## src/rtl/nx_stream_serialiser_if.sv

```systemverilog
// Handshake bundle for the nx stream serialiser: wide message in, narrow beats out.
// slave is the serialiser's view; master is the producer/consumer side.
interface nx_stream_serialiser_if #(
   parameter int unsigned STREAM_WIDTH = 32,
   parameter int unsigned MSG_WIDTH    = 128
);
   logic [MSG_WIDTH-1:0]    msg_data_i;
   logic                    msg_valid_i;
   logic                    msg_ready_o;
   logic [STREAM_WIDTH-1:0] outbound_data_o;
   logic                    outbound_last_o;
   logic                    outbound_valid_o;
   logic                    outbound_ready_i;
   logic                    busy_o;

   modport slave (
      input  msg_data_i,
      input  msg_valid_i,
      output msg_ready_o,
      output outbound_data_o,
      output outbound_last_o,
      output outbound_valid_o,
      input  outbound_ready_i,
      output busy_o
   );

   modport master (
      output msg_data_i,
      output msg_valid_i,
      input  msg_ready_o,
      input  outbound_data_o,
      input  outbound_last_o,
      input  outbound_valid_o,
      output outbound_ready_i,
      input  busy_o
   );
endinterface

```

## src/rtl/nx_stream_serialiser.sv

```systemverilog
// Transmit side of the nx stream: takes one wide message per handshake and emits it
// as MSG_WIDTH/STREAM_WIDTH narrow beats, back-to-back messages without a bubble.
module nx_stream_serialiser #(
   parameter int unsigned STREAM_WIDTH = 32,
   parameter int unsigned MSG_WIDTH    = 128,
   parameter bit          LSB_FIRST    = 1'b1
) (
   input  logic                   clk_i,
   input  logic                   rst_ni,
   nx_stream_serialiser_if.slave  bus
);

   localparam int unsigned BEATS  = MSG_WIDTH / STREAM_WIDTH;
   localparam int unsigned BEAT_W = (BEATS > 1) ? $clog2(BEATS) : 1;
   localparam logic [BEAT_W-1:0] LAST_BEAT = BEAT_W'(BEATS - 1);

   if ((MSG_WIDTH % STREAM_WIDTH) != 0 || BEATS < 2) begin : g_bad_params
      $error("nx_stream_serialiser: MSG_WIDTH must be a multiple of STREAM_WIDTH with at least 2 beats");
   end

   typedef enum logic [0:0] {
      ST_IDLE = 1'b0,
      ST_SEND = 1'b1
   } state_e;

   state_e                  state_q;
   logic [BEAT_W-1:0]       beat_q;
   logic [MSG_WIDTH-1:0]    msg_q;

   logic                    sending;
   logic                    at_last;
   logic                    beat_hs;
   logic                    msg_ready;
   logic                    accept;
   logic [BEAT_W-1:0]       slice_idx;
   logic [STREAM_WIDTH-1:0] slices [BEATS];

   assign sending   = (state_q == ST_SEND);
   assign at_last   = (beat_q == LAST_BEAT);
   assign beat_hs   = sending && bus.outbound_ready_i;
   // Ready opens on the final beat handshake so the next message follows with no gap
   assign msg_ready = !sending || (beat_hs && at_last);
   assign accept    = bus.msg_valid_i && msg_ready;

   // State, beat counter and message holding register
   always_ff @(posedge clk_i or negedge rst_ni) begin
      if (!rst_ni) begin
         state_q <= ST_IDLE;
         beat_q  <= '0;
         msg_q   <= '0;
      end else if (accept) begin
         state_q <= ST_SEND;
         beat_q  <= '0;
         msg_q   <= bus.msg_data_i;
      end else if (beat_hs) begin
         if (at_last) begin
            state_q <= ST_IDLE;
            beat_q  <= '0;
         end else begin
            beat_q  <= beat_q + BEAT_W'(1);
         end
      end
   end

   for (genvar b = 0; b < BEATS; b++) begin : g_slice
      assign slices[b] = msg_q[b*STREAM_WIDTH +: STREAM_WIDTH];
   end

   assign slice_idx = LSB_FIRST ? beat_q : (LAST_BEAT - beat_q);

   assign bus.msg_ready_o      = msg_ready;
   assign bus.outbound_valid_o = sending;
   assign bus.busy_o           = sending;
   assign bus.outbound_last_o  = sending && at_last;
   assign bus.outbound_data_o  = sending ? slices[slice_idx] : '0;

endmodule

```

## src/flat_wrapper.sv

```systemverilog
// flat-port wrapper written by rule: the top's interface ports become plain ports
module nx_stream_serialiser_flat 
#(
   parameter int unsigned STREAM_WIDTH = 32,
   parameter int unsigned MSG_WIDTH    = 128,
   parameter bit          LSB_FIRST    = 1'b1
)
  (clk_i, rst_ni, bus_msg_data_i, bus_msg_valid_i, bus_msg_ready_o, bus_outbound_data_o, bus_outbound_last_o, bus_outbound_valid_o, bus_outbound_ready_i, bus_busy_o);
  nx_stream_serialiser_if #(.STREAM_WIDTH(STREAM_WIDTH), .MSG_WIDTH(MSG_WIDTH)) bus_i ();
  input  logic clk_i;
  input  logic rst_ni;
  input wire logic [$bits(bus_i.msg_data_i)-1:0] bus_msg_data_i;
  input wire logic [$bits(bus_i.msg_valid_i)-1:0] bus_msg_valid_i;
  output wire logic [$bits(bus_i.msg_ready_o)-1:0] bus_msg_ready_o;
  output wire logic [$bits(bus_i.outbound_data_o)-1:0] bus_outbound_data_o;
  output wire logic [$bits(bus_i.outbound_last_o)-1:0] bus_outbound_last_o;
  output wire logic [$bits(bus_i.outbound_valid_o)-1:0] bus_outbound_valid_o;
  input wire logic [$bits(bus_i.outbound_ready_i)-1:0] bus_outbound_ready_i;
  output wire logic [$bits(bus_i.busy_o)-1:0] bus_busy_o;
  assign bus_i.msg_data_i = bus_msg_data_i;
  assign bus_i.msg_valid_i = bus_msg_valid_i;
  assign bus_msg_ready_o = bus_i.msg_ready_o;
  assign bus_outbound_data_o = bus_i.outbound_data_o;
  assign bus_outbound_last_o = bus_i.outbound_last_o;
  assign bus_outbound_valid_o = bus_i.outbound_valid_o;
  assign bus_i.outbound_ready_i = bus_outbound_ready_i;
  assign bus_busy_o = bus_i.busy_o;
  nx_stream_serialiser #(.STREAM_WIDTH(STREAM_WIDTH), .MSG_WIDTH(MSG_WIDTH), .LSB_FIRST(LSB_FIRST)) u_core (.clk_i(clk_i), .rst_ni(rst_ni), .bus(bus_i));
endmodule
```

## config.mk

```make
export PLATFORM = sky130hd
export DESIGN_NAME = nx_stream_serialiser_flat
export DESIGN_NICKNAME = d
export VERILOG_FILES = /design/src/rtl/nx_stream_serialiser_if.sv /design/src/rtl/nx_stream_serialiser.sv /design/src/flat_wrapper.sv
export SDC_FILE = /design/constraint.sdc
export NUM_CORES = 1
export LEC_CHECK = 0
export BUFFER_PORTS_ARGS = -buffer_cell sky130_fd_sc_hd__buf_2
export CORE_UTILIZATION = 50
export DETAILED_ROUTE_END_ITERATION = 7
export PLACE_DENSITY = 0.77
export SLEW_MARGIN = 25
export SYNTH_ARGS = -nofsm -noshare
export SYNTH_HDL_FRONTEND = slang
export SYNTH_SLANG_ARGS = --single-unit
```

## constraint.sdc

```tcl
create_clock -name clk_i -period 1.4 [get_ports clk_i]
set_input_delay 0.14 -clock clk_i [delete_from_list [all_inputs] [get_ports clk_i]]
set_output_delay 0.14 -clock clk_i [all_outputs]
set_load 0.1 [all_outputs]
```

# ---- After elaboration in Yosys (flattened, before gate mapping)
# Index checks and enable logic that the tools add are counted.
dict set report totals {
  regBits 131
  input_bits 132
  output_inout_bits 36
  elab_cells 26
}
dict set report classes {
  n_addsub 1
  n_lt_le_gt_ge 1
  n_eq_ne 1
  n_mux 10
  n_bitwise 1
  reduce_logical 9
}
# operator count
set ops {}
lappend ops {{two-way mux 32 bit} 3}
lappend ops {{binary-select mux 32 bit (select 2 bit)} 1}
lappend ops {{two-way mux 2 bit} 3}
lappend ops {{logical AND 1 bit} 4}
lappend ops {{nonzero test 2 bit} 2}
lappend ops {{>= comparator 3 bit (second input constant)} 1}
lappend ops {{two-way mux 1 bit} 3}
lappend ops {{inverter 2 -> 3 bit} 1}
lappend ops {{adder 2 x 1 -> 2 bit (second input constant)} 1}
lappend ops {{== test 2 bit (second input constant)} 1}
lappend ops {{AND reduction 2 bit} 1}
lappend ops {{zero test 1 bit} 1}
lappend ops {{logical OR 1 bit} 1}

# ---- Logic depth before layout (Yosys ltp)
dict set report depth {
  word_depth 6
  ltp_mapped 5
  depth_no_buf 4
}

# ---- Worst setup path before layout
# Ideal clock, no wire load.
dict set report synth_timing {
  path_type {register to output}
  from {register u_core.state_q, in the netlist u_core.bus.busy_o}
  to {output bus_outbound_data_o[0]}
  arrival_ns 3.024
  required_time_ns 1.260
  path_slack_ns -1.764
  stages_incl_launch_ff 5
  n_path_buf 2
  path_cell_list {dfrtp_1 -> buf_4 -> nand2_1 -> buf_1 -> o22ai_1}
}
dict set report synth_via {
  elab_chain_len 1
}
# item line
set synth_rtl {}
lappend synth_rtl {{from (decl)} nx_stream_serialiser.sv:26} ;# state_e state_q;
lappend synth_rtl {{from (signal assigned)} nx_stream_serialiser.sv:48} ;# state_q <= ST_IDLE;
lappend synth_rtl {{from (signal assigned)} nx_stream_serialiser.sv:52} ;# state_q <= ST_SEND;
lappend synth_rtl {{from (signal assigned)} nx_stream_serialiser.sv:57} ;# state_q <= ST_IDLE;
lappend synth_rtl {{two-way mux 32 bit} nx_stream_serialiser.sv:75} ;# assign bus.outbound_data_o = sending ? slices[slice_idx] : '0;
lappend synth_rtl {{to (decl)} flat_wrapper.sv:15} ;# output wire logic [$bits(bus_i.outbound_data_o)-1:0] bus_outbound_data_o;
# No other way between the ends.

# ---- Final worst setup path
dict set report layout_timing {
  from {register u_core.beat_q[1]}
  to {output bus_outbound_data_o[14]}
}
dict set report layout_via {
  elab_chain_len 5
}
# item line
set layout_rtl {}
lappend layout_rtl {{from (decl)} nx_stream_serialiser.sv:27} ;# logic [BEAT_W-1:0] beat_q;
lappend layout_rtl {{from (signal assigned)} nx_stream_serialiser.sv:60} ;# beat_q <= beat_q + BEAT_W'(1);
lappend layout_rtl {{inverter 2 -> 3 bit (implied by the code)} nx_stream_serialiser.sv:75}
lappend layout_rtl {{binary-select mux 32 bit (select 2 bit)} nx_stream_serialiser.sv:75}
lappend layout_rtl {{two-way mux 32 bit (implied by the code) (2 in a row)} nx_stream_serialiser.sv:75}
lappend layout_rtl {{two-way mux 32 bit} nx_stream_serialiser.sv:75}
# No other way between the ends. The select of a mux whose other input is x is not followed.

==> results_dict.tcl <==
set metrics [dict create \
    use_met3_pct 6.03 \
    gp_congestion 0.824 \
    antenna_found_initial 0 \
    initial_utilization_pct 52.2 \
    hold_depth 3 \
    async_flop_share_pct 100 \
    dp.cells 1039 \
    use_met1_pct 35.6 \
    clk_latency_ps 430 \
    setup_slack_ps -576 \
    dieHeight_um 126 \
    synth_top_area_share_pct 42.6 \
    ys_seq_area_share_pct 42.6 \
    grt_max_degree 80 \
    cp_max_fo 10 \
    r2r_setup_slack_ps -360 \
    synth_most_common_cell "dfrtp_1" \
    setup-violations-final 165 \
    busiest_layer "met2" \
    clockRootBuffer "clkbuf_16" \
    max_cap_viol_count 0 \
    via_per_inst 5.82 \
    crit_type "reg2out" \
    num_rows 44 \
    syn-num-nets 831 \
    syn_avg_cell_area_um2 11.0 \
    fillers 735 \
    hold_path_class "in2reg" \
    r2r-end "u_core.msg_q[59]" \
    grt_overflow 0 \
    cts_tree "done" \
    slew_headroom_pct 63.8 \
    fin_cells 1147 \
    startpoint_type "register" \
    hold_viol_final 0 \
    met2_usage_pct 55.2 \
    die-area_um2 15900 \
    synth_ff_type "dfrtp_1" \
    portBuffers 167 \
    drtPass1Iterations 5 \
    slew_violations 0 \
    finClkSkew_ps 6.80 \
    synth_area_um2 7700 \
    cts_buffers 17 \
    h-tree-depth 4 \
    fin_hold_ws_ps 1.58 \
    drive_above_1_share_pct 50.3 \
    core_region_area_um2 14800 \
    outcome "finished, violations left" \
    wire_per_inst_um 20.9 \
    n_antenna_cell 0 \
    drc 0 \
    utilization_pct 81.7 \
    first_global_vias 7326 \
    finalCriticalPeriod_ps 1980 \
    max_freq_mhz 506 \
    vdd_drop_max_mv 3.32 \
    arrival_ps 1840 \
    die_x_um 126 \
    grt_pass1_wl_um 37800 \
    tightest_slew_ps 543 \
    ys_ff_latch 131 \
    synth_area_leaders "dfrtp_1 43%, o32ai_2 25%, mux2i_1 8.5%, inv_1 6.3%, nand2_1 6.3%" \
    drtIter0Drc 397 \
    antenna_left 0 \
    ios 168 \
    r2r-start "u_core.beat_q[1]" \
    whs_endpoint "u_core.msg_q[17]" \
    yosys_warnings 0 \
    clk_path_buf_depth 2 \
    p_leak_nw 5.37 \
    synth_cell_types 23 \
    final_nets 1083 \
    r2r_cells 6 \
    p_per_area_nw_per_um2 3090 \
    clock-sinks 131 \
    synth_top_cell_by_area "dfrtp_1" \
    end_kind "output pin" \
    num_vias 6674 \
    required_ps 1260 \
    worstHoldStart "bus_msg_data_i[17]" \
    syn_inst 698 \
    path_clk_slew_ps 60 \
    syn2layout_area_growth_pct 56.5 \
    finalCritPeriodShare_pct 141 \
    synth_edf_count 0 \
    track_usage_pct 31.0 \
    dp_hpwl_um 14400 \
    violations "setup timing" \
    wirelength_um 23900 \
    rsz0062_at_grt "true" \
    yosys-top-cells-count "131 x dfrtp_1, 129 x inv_1, 129 x nand2_1" \
]
-- placed cells by master (no fill, tap or decap), types with 2 or more instances in the layout --
cell type,netlist,layout
buf_12,0,67
buf_8,0,2
o32ai_2,120,122
mux2i_1,65,11
mux2i_4,0,19
and3_4,1,2
mux2i_2,0,35
dfrtp_4,0,2
inv_1,129,128
bufinv_16,0,2
buf_4,21,22
bufbuf_16,0,4
dlygate4sd3_1,0,68
buf_6,14,10
nand2_1,129,128
clkinvlp_4,0,3
o32ai_1,8,6
buf_2,18,129
dfrtp_1,131,129
o22ai_4,0,32
clkinv_2,0,5
clkbuf_1,14,4
clkbuf_16,0,18
-- registers in the layout, summed over array words and instances, names as in the netlist --
name               flops
u_core.msg_q         128
u_core.bus.busy_o      1
u_core.beat_q          2
-- metal layers --
layer | part of all wire (%) | vias up
li1 | - | 2982
met1 | 38 | 3350
met2 | 54 | 272
met3 | 5.1 | 70
met4 | 3.5 | 0
met5 | 0 | -
-- where the power goes --
part	total, mW	internal, mW	switching [mW]	leakage [nW]
clock network	4.32	2.65	1.67	0.274
registers	7.26	5.66	1.60	1.61
logic	25.7	11.7	13.9	3.49
total	37.2	20.0	17.2	5.37
-- worst max-delay path by stage --
stage                      startpoint  cells past startpoint  slack [ps]                      end
global placement     u_core.beat_q[1]                      5        -160         u_core.msg_q[64]
detailed placement   u_core.beat_q[1]                      4        -220         u_core.msg_q[42]
finish               u_core.beat_q[1]                      5        -580  bus_outbound_data_o[14]
CTS                  u_core.beat_q[1]                      5        -570  bus_outbound_data_o[24]
floorplan           u_core.bus.busy_o                      4        -440         u_core.beat_q[1]
global route         u_core.beat_q[1]                      5        -620  bus_outbound_data_o[23]
-- logic make-up after synthesis --
family	count (synthesis)	share of synthesized area, %
AND/OR/NAND/NOR	136	7.02
AO/OA/AOI/OAI	164	29.3
multiplexers	65	8.45
adder cells (fa/ha/maj)	1	0.162
flip-flops	131	42.6
buffers and inverters	201	12.5
-- layout make-up --
type                            instances  area, um^2  share of cell area, %
Clock buffer                           22         454                   3.77
Clock inverter                         10         109                  0.903
Inverter                              129         488                   4.05
Multi-Input combinational cell        367        4330                   35.9
Sequential cell                       131        3290                   27.3
Tap cell                              184         230                   1.91
Timing Repair Buffer                  304        3160                   26.2
-- critical path, stage by stage, from the launching register on --
cell	delay [ps]
dfrtp_4	510
buf_12	160
buf_12	150
mux2i_1	250
o22ai_4	140
buf_12	190
-- metrics by stage --
stage / TNS, ps / total power, mW / area, um^2 / setup WS (ps)
final: -49690 / 37.2 / 12100 / -576
after global routing: -55540 / 38.5 / 12100 / -617
after CTS: -45800 / 36.1 / 11800 / -567
after detailed placement: -24820 / 30.3 / 10200 / -218
after global placement: -19320 / 29.7 / 10200 / -157
after floorplan: -35170 / 23.3 / 8310 / -440
-- repair_timing --
item,CTS,global route
resized for setup,56,35
gates cloned,5,1
setup endpoints to repair,166,165
buffers inserted,1,1
pin swaps,26,20
endpoints found under the hold margin,147,1
hold buffers,67,1
No activity file was read; power rests on OpenSTA's default activity.
